File: config.mk
export PLATFORM = sky130hd
export DESIGN_NAME = imem_string_arbiter
export DESIGN_NICKNAME = d
export VERILOG_FILES = /design/src/rtl/imem_arb_pkg.sv /design/src/rtl/byte_lane_select.sv /design/src/rtl/imem_string_arbiter.sv
export SDC_FILE = /design/constraint.sdc
export NUM_CORES = 1
export LEC_CHECK = 0
export CAP_MARGIN = 20
export CORE_MARGIN = 1.5
export CORE_UTILIZATION = 39
export CTS_BUF_LIST = sky130_fd_sc_hd__clkbuf_16
export CTS_CLUSTER_SIZE = 28
export DETAILED_ROUTE_END_ITERATION = 16
export PLACE_DENSITY = 0.82
export SLEW_MARGIN = 25
export SYNTH_ARGS = -nofsm -noshare
export SYNTH_HDL_FRONTEND = slang
export SYNTH_HIERARCHICAL = 1
export SYNTH_SLANG_ARGS = --single-unit
File: constraint.sdc
create_clock -name clk -period 1.8 [get_ports clk]
set_input_delay 0.18 -clock clk [delete_from_list [all_inputs] [get_ports clk]]
set_output_delay 0.18 -clock clk [all_outputs]
set_load 0.005 [all_outputs]
File: src/rtl/imem_arb_pkg.sv
// Shared types and constants for the instruction-memory / print-string arbiter.
package imem_arb_pkg;

    typedef enum logic [1:0] {
        ST_IDLE = 2'd0,
        ST_READ = 2'd1,
        ST_EMIT = 2'd2,
        ST_DONE = 2'd3
    } arb_state_t;

    localparam logic [31:0] NOP_INSTR = 32'h0000_0000;
    localparam logic [7:0]  NUL_CHAR  = 8'h00;

endpackage

File: src/rtl/byte_lane_select.sv
// Big-endian byte extraction from a 32-bit word; offset 0 is the most significant byte.
module byte_lane_select (
    input  logic [31:0] i_word,
    input  logic [1:0]  i_offset,
    output logic [7:0]  o_byte
);

    always_comb begin
        o_byte = i_word[31:24];
        case (i_offset)
            2'd0: o_byte = i_word[31:24];
            2'd1: o_byte = i_word[23:16];
            2'd2: o_byte = i_word[15:8];
            2'd3: o_byte = i_word[7:0];
            default: o_byte = i_word[31:24];
        endcase
    end

endmodule

File: src/rtl/imem_string_arbiter.sv
// Shares the instruction-memory read port between fetch and the print-string engine,
// stalling fetch while a NUL-terminated string is streamed to the console byte by byte.
//
// Console handshake: char_data is presented with char_valid=1 and held unchanged until a
// cycle in which char_ready=1 is sampled on the rising clock edge; that edge transfers it.
module imem_string_arbiter
    import imem_arb_pkg::*;
#(
    parameter int ADDR_W  = 32,
    parameter int DATA_W  = 32,
    parameter int MAX_LEN = 256,
    parameter int LEN_W   = 16
) (
    input  logic              clk,
    input  logic              rst_n,
    input  logic [ADDR_W-1:0] fetch_addr,
    output logic [DATA_W-1:0] instr,
    output logic              fetch_stall,
    input  logic              str_start,
    input  logic [ADDR_W-1:0] str_addr,
    output logic [ADDR_W-1:0] mem_addr,
    input  logic [DATA_W-1:0] mem_rdata,
    output logic              char_valid,
    output logic [7:0]        char_data,
    input  logic              char_ready,
    output logic              str_busy,
    output logic              str_done,
    output logic [LEN_W-1:0]  str_len,
    output logic [1:0]        dbg_state
);

    localparam logic [LEN_W-1:0] LAST_CNT = LEN_W'(MAX_LEN - 1);

    arb_state_t        r_state;
    logic [ADDR_W-1:0] r_ptr;
    logic [LEN_W-1:0]  r_cnt;
    logic [7:0]        r_char;
    logic [LEN_W-1:0]  r_str_len;

    logic [7:0]        w_byte;
    logic              w_idle;
    logic              w_unused_ok;

    byte_lane_select u_lane (
        .i_word   (mem_rdata[31:0]),
        .i_offset (r_ptr[1:0]),
        .o_byte   (w_byte)
    );

    // Fetch addresses are word aligned by the port; the low PC bits carry no information here.
    assign w_unused_ok = &{1'b0, fetch_addr[1:0]};

    assign w_idle      = (r_state == ST_IDLE);
    assign mem_addr    = w_idle ? {fetch_addr[ADDR_W-1:2], 2'b00} : {r_ptr[ADDR_W-1:2], 2'b00};
    assign instr       = w_idle ? mem_rdata : DATA_W'(NOP_INSTR);
    assign fetch_stall = !w_idle;
    assign str_busy    = !w_idle;
    assign char_valid  = (r_state == ST_EMIT);
    assign str_done    = (r_state == ST_DONE);
    assign char_data   = r_char;
    assign str_len     = r_str_len;
    assign dbg_state   = r_state;

    always_ff @(posedge clk or negedge rst_n) begin
        if (!rst_n) begin
            r_state   <= ST_IDLE;
            r_ptr     <= '0;
            r_cnt     <= '0;
            r_char    <= '0;
            r_str_len <= '0;
        end else begin
            case (r_state)
                ST_IDLE: begin
                    if (str_start) begin
                        r_ptr   <= str_addr;
                        r_cnt   <= '0;
                        r_state <= ST_READ;
                    end
                end
                ST_READ: begin
                    r_char  <= w_byte;
                    r_state <= (w_byte == NUL_CHAR) ? ST_DONE : ST_EMIT;
                end
                ST_EMIT: begin
                    if (char_ready) begin
                        r_ptr   <= r_ptr + ADDR_W'(1);
                        r_cnt   <= r_cnt + LEN_W'(1);
                        // Forced termination once MAX_LEN characters have gone out.
                        r_state <= (r_cnt == LAST_CNT) ? ST_DONE : ST_READ;
                    end
                end
                ST_DONE: begin
                    r_str_len <= r_cnt;
                    r_state   <= ST_IDLE;
                end
                default: r_state <= ST_IDLE;
            endcase
        end
    end

endmodule
==> results_dict.tcl, run 1 <==
set metrics [dict create \
    number_of_drc_markers_after_the_initial_detailed_route_iteration 299 \
    crit_path_end "mem_addr[6]" \
    number_of_enable_type_register_cells_in_the_synthesized_netlist 0 \
    timing.final.setup_violations 86 \
    worst-endpoint-arrival_ps 1870 \
    critPathMaxStageDelay_ps 420 \
    cts_tree "yes" \
    final_max_slew_viol_count 0 \
    fin_setup_tns_ps -10000 \
    global_route_wire_length_before_repair_mm 26.9 \
    worst-setup-path-type "flop to output pin" \
    route.detailed.drc 0 \
    synthesis.yosys.warnings 6 \
    synth_top_cells_by_area "sky130_fd_sc_hd__dfrtp_1 (41%), sky130_fd_sc_hd__mux2_2 (13%), sky130_fd_sc_hd__and2_1 (4.7%)" \
    num_io_pins 194 \
    grt_antenna_before_repair 0 \
    grt_setup_unrepaired "yes" \
    worst_skew_pair.late_latency_ps 340 \
    vdd_drop_max_v 0.000807 \
    cellPowerDensity_nw_per_um2 1570 \
    final_antenna_net_count 0 \
    timing.final.hold_violations 0 \
    register_area_share_after_synthesis_pct 40.7 \
    final.setup_skew_ps 10.9 \
    count_of_state_elements_after_synthesis 74 \
    utilization_pct 72.1 \
    worstPathBufferInverterCount 6 \
    chipHeight_microns 111 \
    first_global_vias 5122 \
    fillCellCount 747 \
    proportion_of_layout_cells_with_a_drive_suffix_above_1_pct 41.7 \
    syn_avg_cell_area_sq_um 10.0 \
    post_synth_instance_area_sq_um 4550 \
    cts-root-buf "sky130_fd_sc_hd__clkbuf_16" \
    portBuffers 189 \
    worst_setup_path_start_kind "flop" \
    outcome "finished, violations left" \
    gp_congestion 0.884 \
    synth_top_area_share_pct 40.7 \
    worstReg2RegStart "dbg_state[1]" \
    layout-area-overhead-vs-synth_pct 80.7 \
    final_common_cell "sky130_fd_sc_hd__clkdlybuf4s50_1" \
    crit_fanout 4 \
    layout.nets 834 \
    timing.critical_path.cells "nor2_4 -> buf_12 -> buf_4 -> buf_8 -> buf_8 -> buf_4 -> mux2_4 -> buf_6" \
    layout_setup_ws_ps -247 \
    cts-root-to-sink-buffers 2 \
    detail_route.wirelength_mm 18.8 \
    clk_pin_slew_ps 70 \
    multi_input_comb_area_sq_um 2910 \
    grt_util_all_layers_pct 27.5 \
    critical_path_depth 8 \
    critical_path_required_ps 1620 \
    layout.area.seq_sq_um 1850 \
    timing.max_cap.violations 0 \
    worstMarginPinSlew_ps 586 \
    cp_top_family "buffers and inverters" \
    routed-via-count 5092 \
    fp-row-count 39 \
    violations_in_the_final_reports "setup timing" \
    core_region_area_sq_um 11400 \
    post-route-min-period_ps 2050 \
    ys_async_sr_fraction_pct 100 \
    worst_r2r_endpoint "r_ptr[23]" \
    synth_cells 455 \
    cts-buffers-inserted 9 \
    chipWidth_microns 111 \
    antennaDiodeCount 0 \
    min_path_type "primary input to asynchronous set/reset pin" \
    maxClockFrequency_mhz 489 \
    drt_first_pass_iters 5 \
    r2r.worst_path.cells 8 \
    htreeDepth 3 \
    timing.final.crit_share_pct 114 \
    critPathCaptureType "output pin" \
    synth_top_area_cell "sky130_fd_sc_hd__dfrtp_1" \
    clkSinkCount 74 \
    critPathSlowestCell "sky130_fd_sc_hd__dfrtp_1" \
    max-slew-margin-rel_pct 60.9 \
    netlist-cell-type-count 54 \
    overflow 0 \
    grt_start_max_net_pins 44 \
    dominantRegCellSynth "sky130_fd_sc_hd__dfrtp_1" \
    leakagePower_nw 3.65 \
    ff2ff_setup_slack_ps -230 \
    cp-startpoint "dbg_state[1]" \
    wl_per_instance_microns 21.4 \
    design.die.area_sq_um 12300 \
    initial_core_util_pct 39.9 \
    vias_per_cell 5.79 \
    post-dp-hpwl_mm 11.6 \
    most-common-layout-cells "sky130_fd_sc_hd__clkdlybuf4s50_1 (121), sky130_fd_sc_hd__dfrtp_1 (74), sky130_fd_sc_hd__buf_4 (63)" \
]
[routing by layer]
layer  track usage [%]  part of all wire [%]  vias up
li1                  -                     -     2226
met1              33.6                    36     2467
met2              48.2                    52      323
met3              6.40                   7.8       76
met4              8.61                   4.1        0
met5                 0                     0        -
[worst min-delay path by stage]
| stage | start | end | slack, ps | cells past startpoint |
|---|---|---|---|---|
| after detailed placement | rst_n | str_len[7] | 210 | 1 |
| after global placement | rst_n | str_len[6] | 200 | 1 |
| after global routing | str_addr[1] | r_ptr[1] | 410 | 3 |
| after floorplan | rst_n | char_data[0] | -120 | 0 |
| final | rst_n | str_len[15] | 380 | 2 |
| after CTS | str_addr[0] | r_ptr[0] | 390 | 3 |
[cells in the mapped netlist (4+ instances only)]
library cell               number
sky130_fd_sc_hd__a311oi_1       9
sky130_fd_sc_hd__and2_1        34
sky130_fd_sc_hd__nor3_2         4
sky130_fd_sc_hd__mux2_2        53
sky130_fd_sc_hd__a31o_2         4
sky130_fd_sc_hd__nand3_1       18
sky130_fd_sc_hd__a211oi_1       6
sky130_fd_sc_hd__dfrtp_1       74
sky130_fd_sc_hd__nand2_1       30
sky130_fd_sc_hd__nand4_1        7
sky130_fd_sc_hd__o21ai_0        9
sky130_fd_sc_hd__nor2_1        45
sky130_fd_sc_hd__o22ai_1        6
sky130_fd_sc_hd__clkbuf_1      13
sky130_fd_sc_hd__buf_4          4
sky130_fd_sc_hd__nor3_1         9
sky130_fd_sc_hd__xor2_1        11
sky130_fd_sc_hd__o221a_2        5
sky130_fd_sc_hd__a21oi_1       26
sky130_fd_sc_hd__o32ai_1        4
sky130_fd_sc_hd__buf_2         14
sky130_fd_sc_hd__and4_1         8
sky130_fd_sc_hd__and3_1         8
sky130_fd_sc_hd__mux4_2         8
[kinds of logic after synthesis]
group | count (synthesis) | share of synthesized area [%]
AND/OR/NAND/NOR | 179 | 21.6
XOR/XNOR | 14 | 2.69
multiplexers | 63 | 17.8
other | 1 | 0.0824
buffers and inverters | 38 | 4.04
adder cells (fa/ha/maj) | 2 | 0.550
flip-flops | 74 | 40.7
AO/OA/AOI/OAI | 84 | 12.6
[stage by stage]
stage          cells  setup WS (ps)  cell area, sq um  power, mW  hold slack, ps
6_report         880           -247              8230       13.0             378
5_1_grt          880           -295              8230       13.5             412
4_1_cts          851           -315              7710       11.9             392
3_5_place_dp     811           -257              6930       8.74             212
3_3_place_gp     811           -131              6930       8.55             203
2_1_floorplan    456           23.4              4560       5.55            -116
[sequential cells by signal (all words and copies together), names as in the netlist]
name and flops:
dbg_state 2, str_len 16, r_cnt 16, r_ptr 32
char_data 8
[power by group]
part,switching [mW],internal (mW)
logic,3.52,4.71
clock network,0.763,1.21
registers,0.583,2.17
total,4.86,8.09
[final cells by class]
class	count	share of cell area, %
repair buffers	299	35.9
multi-input cells	344	35.4
flip-flops and latches	74	22.5
clock buffers	9	2.74
well taps	143	2.17
clock inverters	7	1.14
inverters	4	0.182
[timing repair]
action / in CTS / in global routing
setup endpoints to repair: 72 / 95
gates resized for setup: 176 / 147
hold buffers: 1 / 0
gates cloned: 5 / 3
pin swaps: 2 / 23
hold endpoints to repair: 42 / 0
buffers inserted: 18 / 33
(Power assumes the default switching activity.)
==> run 2, diff against run 1 <==
- GPL_TIMING_DRIVEN: default -> 0
- SKIP_LAST_GASP: default -> 1
- SLEW_MARGIN: 25 -> 20
==> run 2 against run 1 <==
  * The run still ends with setup timing left
  * Register-to-register slack better by 40 ps
  * Die area unchanged
  * Critical path type unchanged
  * Critical path depth down 2
  * Total power grew 4.4%
  * Utilization increased by 2.2 points
  * Clock power is 11% lower
  * Hold slack got worse by 89 ps
==> results_dict.tcl, run 2 (synthesized netlist as in run 1, its figures left out) <==
set metrics [dict create \
    outcome "finished, violations left" \
    violations_in_the_final_reports "setup timing" \
    grt_util_met3_pct 6.45 \
    crit_fanout 5 \
    route.detailed.drc 0 \
    cts-buffers-inserted 9 \
    grt_util_met2_pct 47.5 \
    wl_per_instance_microns 20.8 \
    final_antenna_net_count 0 \
    cts-root-to-sink-buffers 2 \
    cts-root-buf "sky130_fd_sc_hd__clkbuf_16" \
    grt_util_all_layers_pct 27.3 \
    portBuffers 189 \
    global_route.peak_usage_layer "met2" \
    layout_setup_ws_ps -225 \
    maxClockFrequency_mhz 494 \
    hold_slack_ps 288 \
    routed-via-count 5158 \
    worst-setup-path-type "flop to output pin" \
    number_of_drc_markers_after_the_initial_detailed_route_iteration 399 \
    cts_tree "yes" \
    grt_start_max_net_pins 52 \
    fillCellCount 723 \
    chipHeight_microns 111 \
    timing.final.hold_violations 0 \
    layout-area-overhead-vs-synth_pct 86.3 \
    grt_antenna_before_repair 0 \
    max_flop_register "r_ptr" \
    timing.max_cap.violations 0 \
    proportion_of_layout_cells_with_a_drive_suffix_above_1_pct 47.0 \
    worst_setup_path_start_kind "flop" \
    timing.final.crit_share_pct 112 \
    design_area_sq_um 8480 \
    leakagePower_nw 3.74 \
    clk_pin_slew_ps 70 \
    antennaDiodeCount 0 \
    final_common_cell "sky130_fd_sc_hd__clkdlybuf4s50_1" \
    cellPowerDensity_nw_per_um2 1590 \
    worstMarginPinSlew_ps 698 \
    worst_skew_pair.late_latency_ps 340 \
    htreeDepth 3 \
    core_region_area_sq_um 11400 \
    timing.final.setup_violations 97 \
    post-route-min-period_ps 2020 \
    fin_setup_tns_ps -9940 \
    initial_core_util_pct 39.9 \
    gp_congestion 0.900 \
    clkSinkCount 74 \
    fp-row-count 39 \
    dp_slack_ps -849 \
    post-dp-hpwl_mm 11.7 \
    most-common-layout-cells "sky130_fd_sc_hd__clkdlybuf4s50_1 (122), sky130_fd_sc_hd__buf_6 (94), sky130_fd_sc_hd__dfrtp_1 (65)" \
    max-slew-margin-rel_pct 53.5 \
    grt_setup_unrepaired "yes" \
    final_max_slew_viol_count 0 \
    detail_route.wirelength_mm 18.5 \
    chipWidth_microns 111 \
    critical_path_required_ps 1620 \
    first_global_vias 5099 \
    ff2ff_setup_slack_ps -190 \
    largest_register_ff_count 32 \
    global_route_wire_length_before_repair_mm 26.6 \
    design.die.area_sq_um 12300 \
    final.setup_skew_ps 6.83 \
    min_path_type "primary input to asynchronous set/reset pin" \
    grt.met1_usage_pct 33.3 \
    drt_first_pass_iters 8 \
    overflow 0 \
    num_io_pins 194 \
    detailed_place.area_sq_um 6650 \
    vias_per_cell 5.80 \
    critPathCaptureType "output pin" \
    layout.nets 844 \
    vdd_drop_max_v 0.00106 \
    worst-endpoint-arrival_ps 1840 \
]
[run 2: power breakdown]
group / switching, mW / internal [mW] / leakage (nW)
clock network: 0.798 / 0.974 / 0.142
logic: 3.61 / 5.25 / 2.69
registers: 0.709 / 2.18 / 0.906
total: 5.12 / 8.41 / 3.74
[run 2: worst paths after layout]
check                        startpoint           end  cells past startpoint
max in group asynchronous         rst_n     r_ptr[21]                      3
min                               rst_n    str_len[6]                      2
min in group clk            str_addr[0]      r_ptr[0]                      3
max reg2reg                dbg_state[1]     r_ptr[13]                     11
min reg2reg                 str_len[10]   str_len[10]                      1
max                        dbg_state[1]  mem_addr[22]                      6
[run 2: layout make-up]
class	instances	area, sq um	share of cell area (%)
multi-input cells	344	2950	34.8
well taps	143	179	2.11
clock buffers	9	225	2.66
clock inverters	7	67.6	0.797
repair buffers	279	2820	33.2
flip-flops and latches	74	1860	22.0
inverters	4	25.0	0.295
plain buffers	30	354	4.18
[run 2: metrics by stage]
step / instances / power [mW] / utilization, %
after CTS: 852 / 12.1 / 68.0
final: 890 / 13.5 / 74.3
after global placement: 788 / 8.16 / 58.0
after detailed placement: 789 / 8.30 / 58.3
after global routing: 890 / 14.1 / 74.3
after floorplan: 456 / 5.55 / -
[run 2: layer usage]
layer	up-vias	routed length [microns]	share of wire, %
li1	2265	-	-
met2	342	9430	51
met3	68	1610	8.7
met5	-	0	0
met1	2483	6780	37
met4	0	648	3.5
[run 2: timing repair]
item	4_1_cts	5_1_grt
hold endpoints to repair	23	0
cloned	6	3
hold buffers	1	0
resized for setup	423	120
buffers inserted	42	42
setup endpoints to repair	117	113
pin swaps	21	31
[run 2: critical path, cell delays in order (launching register included)]
cell and delay (ps):
sky130_fd_sc_hd__dfrtp_2 480, sky130_fd_sc_hd__nor2_4 170, sky130_fd_sc_hd__buf_8 170, sky130_fd_sc_hd__buf_12 130, sky130_fd_sc_hd__buf_8 120, sky130_fd_sc_hd__mux2_4 310, sky130_fd_sc_hd__buf_6 120
==> run 3, diff against run 2 <==
- CORE_MARGIN: 1.5 -> 2
==> run 3 against run 2 <==
  * The flow still finishes with violations (setup timing)
  * Flip-flop and latch count is the same
  * Hold slack better by 0.96 ps
  * Non-clock buffer count down 19
  * Wire length grew 2.2%
  * Final cell count decreased by 2.0%
  * Highest routed layer unchanged
  * Global-route usage shrank 0.53 points
  * Largest cell class unchanged
  * First-iteration DRC count is 26% higher
  * Die area rose by 1.8%
  * Combinational power decreased by 2.8%
  * Critical path depth grew 1
  * Utilization is 0.92 points lower
  * Clock-buffer cell count unchanged
==> results_dict.tcl, run 3 (synthesized netlist as in run 1, its figures left out) <==
set metrics [dict create \
    grt_util_all_layers_pct 26.7 \
    final_common_cell "sky130_fd_sc_hd__clkdlybuf4s50_1" \
    cts_tree "yes" \
    grt_setup_unrepaired "yes" \
    first_global_vias 5191 \
    p_sw_share_pct 37.1 \
    route.detailed.drc 0 \
    outcome "finished, violations left" \
    fp-row-count 39 \
    wl_per_instance_microns 21.6 \
    routed-via-count 5191 \
    layout-area-overhead-vs-synth_pct 84.0 \
    worst-endpoint-arrival_ps 1870 \
    worst_skew_pair.late_latency_ps 340 \
    violations_in_the_final_reports "setup timing" \
    drt_first_pass_iters 5 \
    clock_power_share_pct 15.6 \
    power.share.combinational_pct 63.1 \
    critPathCaptureType "output pin" \
    htreeDepth 3 \
    share_seq_of_total_power_pct 21.4 \
    timing.critical_path.cells "buf_6 -> nor2_4 -> buf_8 -> buf_12 -> buf_12 -> mux2_4 -> buf_6" \
    timing.final.setup_violations 77 \
    cts-root-to-sink-buffers 2 \
    portBuffers 189 \
    design.die.area_sq_um 12600 \
    post-route-min-period_ps 2050 \
    number_of_drc_markers_after_the_initial_detailed_route_iteration 501 \
    critical_path_required_ps 1620 \
    maxClockFrequency_mhz 487 \
    leakagePower_nw 3.64 \
    worstPathBufferInverterCount 5 \
    vdd_drop_max_v 0.000883 \
    worst_setup_path_start_kind "flop" \
    multi_input_comb_area_sq_um 2960 \
    post-dp-hpwl_mm 11.8 \
    final_max_slew_viol_count 0 \
    clkSinkCount 74 \
    chipWidth_microns 112 \
    grt_antenna_before_repair 1 \
    worst-setup-path-type "flop to output pin" \
    cell_internal_pwr_mw 8.58 \
    grt_start_max_net_pins 52 \
    cp_top_family "buffers and inverters" \
    max_flop_register "r_ptr" \
    layout_setup_ws_ps -253 \
    worstMarginPinSlew_ps 671 \
    final.setup_skew_ps 8.43 \
    core_region_area_sq_um 11400 \
    overflow 0 \
    clk_pin_slew_ps 60 \
    largest_register_ff_count 32 \
    fillCellCount 722 \
    layout.nets 825 \
    vias_per_cell 5.95 \
    final_antenna_net_count 0 \
    critPathMaxStageDelay_ps 410 \
    r2r.worst_path.cells 9 \
    cts-buffers-inserted 9 \
    chipHeight_microns 112 \
    global_route_wire_length_before_repair_mm 26.6 \
    timing.max_cap.violations 0 \
    crit_fanout 7 \
    detail_route.wirelength_mm 18.9 \
    timing.final.crit_share_pct 114 \
    proportion_of_layout_cells_with_a_drive_suffix_above_1_pct 46.4 \
    hold_slack_ps 289 \
    cellPowerDensity_nw_per_um2 1630 \
    critPathSlowestCell "sky130_fd_sc_hd__dfrtp_1" \
    switchingPower_mw 5.05 \
    fin_setup_tns_ps -9900 \
    most-common-layout-cells "sky130_fd_sc_hd__clkdlybuf4s50_1 (123), sky130_fd_sc_hd__buf_6 (89), sky130_fd_sc_hd__dfrtp_1 (61)" \
    critical_path_depth 7 \
    layout.area.seq_sq_um 1870 \
    timing.final.hold_violations 0 \
    min_path_type "primary input to asynchronous set/reset pin" \
    cts-root-buf "sky130_fd_sc_hd__clkbuf_16" \
    gp_congestion 0.860 \
    max-slew-margin-rel_pct 55.3 \
    initial_core_util_pct 39.9 \
    num_io_pins 194 \
]
-- run 3: changes by cell type in the layout (fill, tap and decap cells not counted), sizes merged --
cell           change
clkinv             +1
clkdlybuf4s50      +1
inv                -3
diode              +1
dlygate4sd2        +1
bufinv             +3
buf               -20
clkinvlp           -1
dlymetal6s2s       -1
-- run 3: final timing paths --
| check | start | end | slack [ps] |
|---|---|---|---|
| hold / removal | rst_n | str_len[6] | 290 |
| max in group asynchronous | rst_n | r_ptr[5] | 920 |
| hold reg to reg | str_len[8] | str_len[8] | 500 |
| min in group clk | str_addr[0] | r_ptr[0] | 400 |
| setup / recovery | dbg_state[0] | mem_addr[28] | -250 |
| setup reg to reg | r_ptr[0] | r_ptr[24] | -90 |
-- run 3: repair_timing --
item / 4_1_cts / 5_1_grt
pin swaps: 26 / 27
gates resized for setup: 426 / 108
hold buffers: 1 / 0
cloned: 5 / 1
setup endpoints to repair: 120 / 119
buffers inserted: 46 / 25
endpoints found under the hold margin: 23 / 0
-- run 3: power groups by stage --
stage / registers (mW) / clock network, mW / logic, mW
2_1_floorplan: 2.60 / 0 / 2.95
3_3_place_gp: 2.74 / 0 / 5.41
3_5_place_dp: 2.78 / 0 / 5.53
4_1_cts: 2.77 / 2.11 / 7.61
5_1_grt: 2.95 / 2.20 / 9.02
6_report: 2.91 / 2.12 / 8.60
-- run 3: area by class of cell --
class                   count  share of cell area [%]
clock buffers               9                    2.69
plain buffers              28                    3.50
multi-input cells         344                    35.4
flip-flops and latches     74                    22.3
diodes                      1                  0.0299
inverters                   4                   0.299
clock inverters             7                    1.49
repair buffers            262                    32.2
well taps                 143                    2.14
-- run 3: layer usage --
metal  vias up  global-route usage (%)  wire, microns
li1       2227                       -              -
met1      2483                    33.5           7000
met2       398                    45.1           9280
met3        83                    5.18           1790
met4         0                    11.9            793
met5         -                       0              0
-- run 3: per-stage QoR --
stage          util (%)  area (sq um)  instances  worst slack (ps)  power, mW
2_1_floorplan         -          4560        456              23.4       5.55
3_3_place_gp       58.0          6630        788             -1930       8.15
3_5_place_dp       58.3          6650        789              -863       8.31
4_1_cts            68.8          7850        852              -297       12.5
5_1_grt            73.4          8380        872              -297       14.2
6_report           73.4          8380        872              -253       13.6
